`config.mk`:
```
export PLATFORM = sky130hd
export DESIGN_NAME = bd_downstream_decoder
export DESIGN_NICKNAME = d
export VERILOG_FILES = /design/src/rtl/bd_downstream_decoder.sv
export SDC_FILE = /design/constraint.sdc
export NUM_CORES = 1
export LEC_CHECK = 0
export CAP_MARGIN = 20
export CELL_PAD_IN_SITES_DETAIL_PLACEMENT = 0
export CELL_PAD_IN_SITES_GLOBAL_PLACEMENT = 1
export CORE_MARGIN = 2
export CORE_UTILIZATION = 38
export CTS_BUF_LIST = sky130_fd_sc_hd__clkbuf_8
export DETAILED_ROUTE_END_ITERATION = 7
export HOLD_SLACK_MARGIN = 0.12
export PLACE_DENSITY_LB_ADDON = 0.2
export SYNTH_ARGS = -nofsm -noshare
export SYNTH_HDL_FRONTEND = slang
export SYNTH_SLANG_ARGS = --single-unit
```
`constraint.sdc`:
```
create_clock -name clk -period 2.4 [get_ports clk]
set_input_delay 0.24 -clock clk [delete_from_list [all_inputs] [get_ports clk]]
set_output_delay 0.24 -clock clk [all_outputs]
set_load 0.005 [all_outputs]
```
`src/rtl/bd_downstream_decoder.sv`:
```
// Decodes host words from the PipeIn FIFO into BD reset/hold control and BD output words.
// A single output register carries BD words; every opcode is stalled while that word waits.
module bd_downstream_decoder #(
  parameter int IN_WIDTH   = 32,
  parameter int BD_WIDTH   = 21,
  parameter int CODE_WIDTH = 6,
  parameter int CNT_WIDTH  = 16,
  parameter int ERR_WIDTH  = 8
) (
  input  logic                  clk,
  input  logic                  reset,
  input  logic [IN_WIDTH-1:0]   in_data,
  input  logic                  in_valid,
  output logic                  in_ready,
  output logic [BD_WIDTH-1:0]   out_data,
  output logic                  out_valid,
  input  logic                  out_ready,
  output logic                  pReset,
  output logic                  sReset,
  output logic                  hold_en,
  output logic [CNT_WIDTH-1:0]  sent_count,
  output logic [ERR_WIDTH-1:0]  err_count
);

  localparam logic [CODE_WIDTH-1:0] OP_SEND     = CODE_WIDTH'(6'b010000);
  localparam logic [CODE_WIDTH-1:0] OP_PRESET   = CODE_WIDTH'(6'b001000);
  localparam logic [CODE_WIDTH-1:0] OP_SRESET   = CODE_WIDTH'(6'b000100);
  localparam logic [CODE_WIDTH-1:0] OP_HOLD_ON  = CODE_WIDTH'(6'b000010);
  localparam logic [CODE_WIDTH-1:0] OP_HOLD_OFF = CODE_WIDTH'(6'b000001);

  logic [CODE_WIDTH-1:0] op;
  logic [BD_WIDTH-1:0]   hold_data;
  logic                  accept;
  logic                  handoff;
  logic                  unused_bits;

  assign op          = in_data[IN_WIDTH-1 -: CODE_WIDTH];
  assign in_ready    = !out_valid || out_ready;
  assign accept      = in_valid && in_ready;
  assign handoff     = out_valid && out_ready;
  // Bits between the opcode and the BD payload carry no meaning.
  assign unused_bits = ^in_data[IN_WIDTH-CODE_WIDTH-1:BD_WIDTH];

  always_ff @(posedge clk or posedge reset) begin
    if (reset) begin
      pReset     <= 1'b1;
      sReset     <= 1'b1;
      hold_en    <= 1'b0;
      hold_data  <= '0;
      out_valid  <= 1'b0;
      out_data   <= '0;
      sent_count <= '0;
      err_count  <= '0;
    end else begin
      if (handoff) begin
        out_valid  <= 1'b0;
        sent_count <= sent_count + CNT_WIDTH'(1);
      end
      // The MSB marks a NOP and wins over every other opcode pattern.
      if (accept && !op[CODE_WIDTH-1]) begin
        case (op)
          OP_SEND: begin
            out_data  <= hold_en ? hold_data : in_data[BD_WIDTH-1:0];
            out_valid <= 1'b1;
          end
          OP_PRESET:   pReset <= in_data[0];
          OP_SRESET:   sReset <= in_data[0];
          OP_HOLD_ON: begin
            hold_data <= in_data[BD_WIDTH-1:0];
            hold_en   <= 1'b1;
          end
          OP_HOLD_OFF: hold_en <= 1'b0;
          default: begin
            if (err_count != '1) err_count <= err_count + ERR_WIDTH'(1);
          end
        endcase
      end
    end
  end

endmodule
```
==> impl_results.md <==
* Pwr Total at 2.86 mW
* Layout Utilization at 54.7%
* Max-Cap Viols at 0
* Placeable Area at 0.00777 mm2
* Hold WS at 0.280 ns
* Worst reg2reg path endpoint: hold_data[18]
* Pre-CTS setup slack at 0.150 ns
* Register clock-pin slew on the reported worst setup and hold paths at 0.08 ns
* Slew at the pin with the worst max-slew slack at 0.557 ns
* Worst r2r src: out_valid
* Synthesized cell area at 0.00306 mm2
* Final setup viols at 0
* Design area at 0.00425 mm2
* Number of fillers in the final layout at 706
* FP Rows at 32
* Final wirelength at 6190 um
* Pre-antenna DRT Iters at 4
* CP max-delay cell: clkdlybuf4s50_1
* Ys flop type: dfrtp_1
* Post-synth EDFFs at 0
* CTS Sinks at 70
* Clk root buf: clkbuf_8
* Post-route DRC violation count at 0
* Die width at 93.8 um
* Hold buffers post-CTS at 0
* Placed cell area at 0.00407 mm2
* Worst-Skew Late Latency at 0.33 ns
* R2R setup slack at 0.64 ns
* Register area at 0.00175 mm2
* Routed Antenna Nets at 0
* Cell Count Post-Placement at 443
* Post-synthesis area per instance at 11.8 um2
* Clock Skew at 0.0127 ns
* Net Switching at 0.727 mW
* Synth-to-layout area growth at 38.7%
* Register area share after synthesis at 57.3%
* Max-slew violation count at 0
* Clock buffer depth at 2
* Multi-input gate area at 0.00126 mm2
* Async SR Flop Fraction at 100%
* GR Overflow Total at 0
* CP peak stage delay at 0.53 ns
* CTS buffer count at 9
* Post-synth top area share at 55.6%
* Syn Nets at 298
* Initial antenna violation count at 0
* WS Path Type: in -> reg
* Synthesis Warnings at 0
* Port-buffer cells at 80
* P_int at 2.13 mW
* Post-synth cell types at 34
* Post-CTS Resized at 0
* Gate power share at 19.1%
* GRT Util Overall at 15.4%
* HPWL after DPL at 4320 um
* CP Capture Type: register
* Largest net degree at the start of global routing at 44
* Synth area leaders: dfrtp_1 (56%), mux2_2 (8.1%), mux2i_1 (6.9%)
* Crit share post-route at 79.0%
* Flop pwr share at 51.3%
* Ports at 86
* Fin worst setup slack at 0.505 ns
* Worst Hold Class: in -> async
* Antenna Cells at 0
* First-pass GRT wire length at 10,500 um
* Hold Vio Cnt, Final at 0
* CP required at 2.62 ns
* Post-CTS Setup Bufs at 0
* Worst vdd ir at 342 uV
* Initial cell density of the core at 39.4%
* Vias at 2,233
* RePlAce Congestion at 0.789
* Die area at 0.00879 mm2
* Clock power share at 29.5%
* Most common cell in the netlist: dfrtp_1
* Starting DRT DRC Count at 62
* Fmax at 0.528 GHz
* Min cycle time layout at 1.89 ns
* Yosys top cell by area: dfrtp_1
* Synth Register Bits at 70
* Non-filler cells, final at 458
* CTS tree: built
* DR vias/cell at 4.88
* Biggest fanout along the worst timing path at 5
* Critical path cell sequence: clkdlybuf4s50_1, nor2_1, and4b_1, or3_1, nor4b_1, mux2_1
* Fin nets at 390
* Pwr per Cell Area at 672 mW/mm2
* R2R depth at 5
* LEAKAGE at 1.85 nW
* Number of global-route vias before repair at 2,228
* Synth Instances at 260
* Max-slew headroom at 62.8%
* RSZ-0062 raised after global routing: false
* Synth top cells by count: dfrtp_1 (68), nand2_1 (36), mux2_2 (22), o21ai_0 (22), mux2i_1 (21)
* Share of layout cells above drive strength 1 at 15.2%
* Wire per inst at 13.5 um
* Die H at 93.8 um
* Worst Path Arrival at 2.11 ns
* Net Sw Frac at 25.5%
* Outcome: complete, no violations
* Setup_tns at 0 ns
* CTS HTree Levels at 3
* Startpoint Class: input port
sequential cells by signal, indices dropped and copies added, names as in the netlist:
signal,cells
err_count,8
out_valid,1
pReset,1
sent_count,16
hold_en,1
hold_data,21
out_data,21
sReset,1
cell usage in the layout (no fill, tap or decap), types with 2 or more instances in the layout:
| cell type | count |
|---|---|
| clkdlybuf4s50_1 | 80 |
| dfrtp_1 | 68 |
| nand2_1 | 36 |
| o21ai_0 | 22 |
| mux2_2 | 22 |
| mux2i_1 | 21 |
| nand3_1 | 13 |
| xnor2_1 | 13 |
| clkbuf_8 | 11 |
| xor2_1 | 8 |
| buf_4 | 8 |
| nor2_1 | 7 |
| nor4_1 | 5 |
| mux2_1 | 4 |
| and3_1 | 4 |
| inv_1 | 3 |
| buf_12 | 3 |
| nand2b_1 | 2 |
| nor4b_1 | 2 |
| nor3b_1 | 2 |
| ha_1 | 2 |
| clkinvlp_4 | 2 |
| dfstp_2 | 2 |
worst max-delay path: cells and delay by family:
| kind | cells | cell delay, ns |
|---|---|---|
| and+or+nand+nor | 4 | 0.98 |
| buffers and inverters | 1 | 0.53 |
| muxes | 1 | 0.36 |
final cells by class:
class / instances / share of cell area (%)
Sequential cell: 70 / 41.3
Multi-Input combinational cell: 177 / 29.6
Timing Repair Buffer: 91 / 21.7
Clock buffer: 11 / 3.56
Tap cell: 102 / 3.00
Clock inverter: 4 / 0.560
Inverter: 3 / 0.265
worst max path at each step:
stage / slack (ns) / from / to / depth (start not counted)
5_1_grt: 0.40 / in_data[26] / err_count[6] / 6
3_3_place_gp: 0.15 / in_data[26] / err_count[6] / 6
6_report: 0.51 / in_data[26] / err_count[6] / 6
4_1_cts: 0.51 / in_data[26] / err_count[6] / 6
2_1_floorplan: 0.40 / reset / err_count[0] / 1
3_5_place_dp: 0.15 / in_data[26] / err_count[6] / 6
metal layers:
metal | track usage [%] | part of all wire, % | routed length, um | vias up
li1 | - | - | - | 1085
met1 | 20.1 | 47 | 2890 | 1078
met2 | 24.1 | 46 | 2870 | 65
met3 | 5.62 | 5.8 | 357 | 5
met4 | 4.11 | 1.1 | 68 | 0
met5 | 0 | 0 | 0 | -
power groups by stage:
stage	Combinational, mW	Clock (mW)	Sequential [mW]
2_1_floorplan	0.213	0	1.48
3_3_place_gp	0.546	0	1.49
3_5_place_dp	0.556	0	1.49
4_1_cts	0.558	0.883	1.47
5_1_grt	0.606	0.940	1.49
6_report	0.546	0.843	1.47
logic make-up after synthesis:
family	Yosys count	synth area share, %
simple gates	80	12.8
flops	70	57.3
mux	48	16.9
compound gates	26	4.53
xor+xnor	21	6.01
buf+inv	13	1.63
fa+ha+maj	2	0.817
No activity file was read; power rests on OpenSTA's default activity.
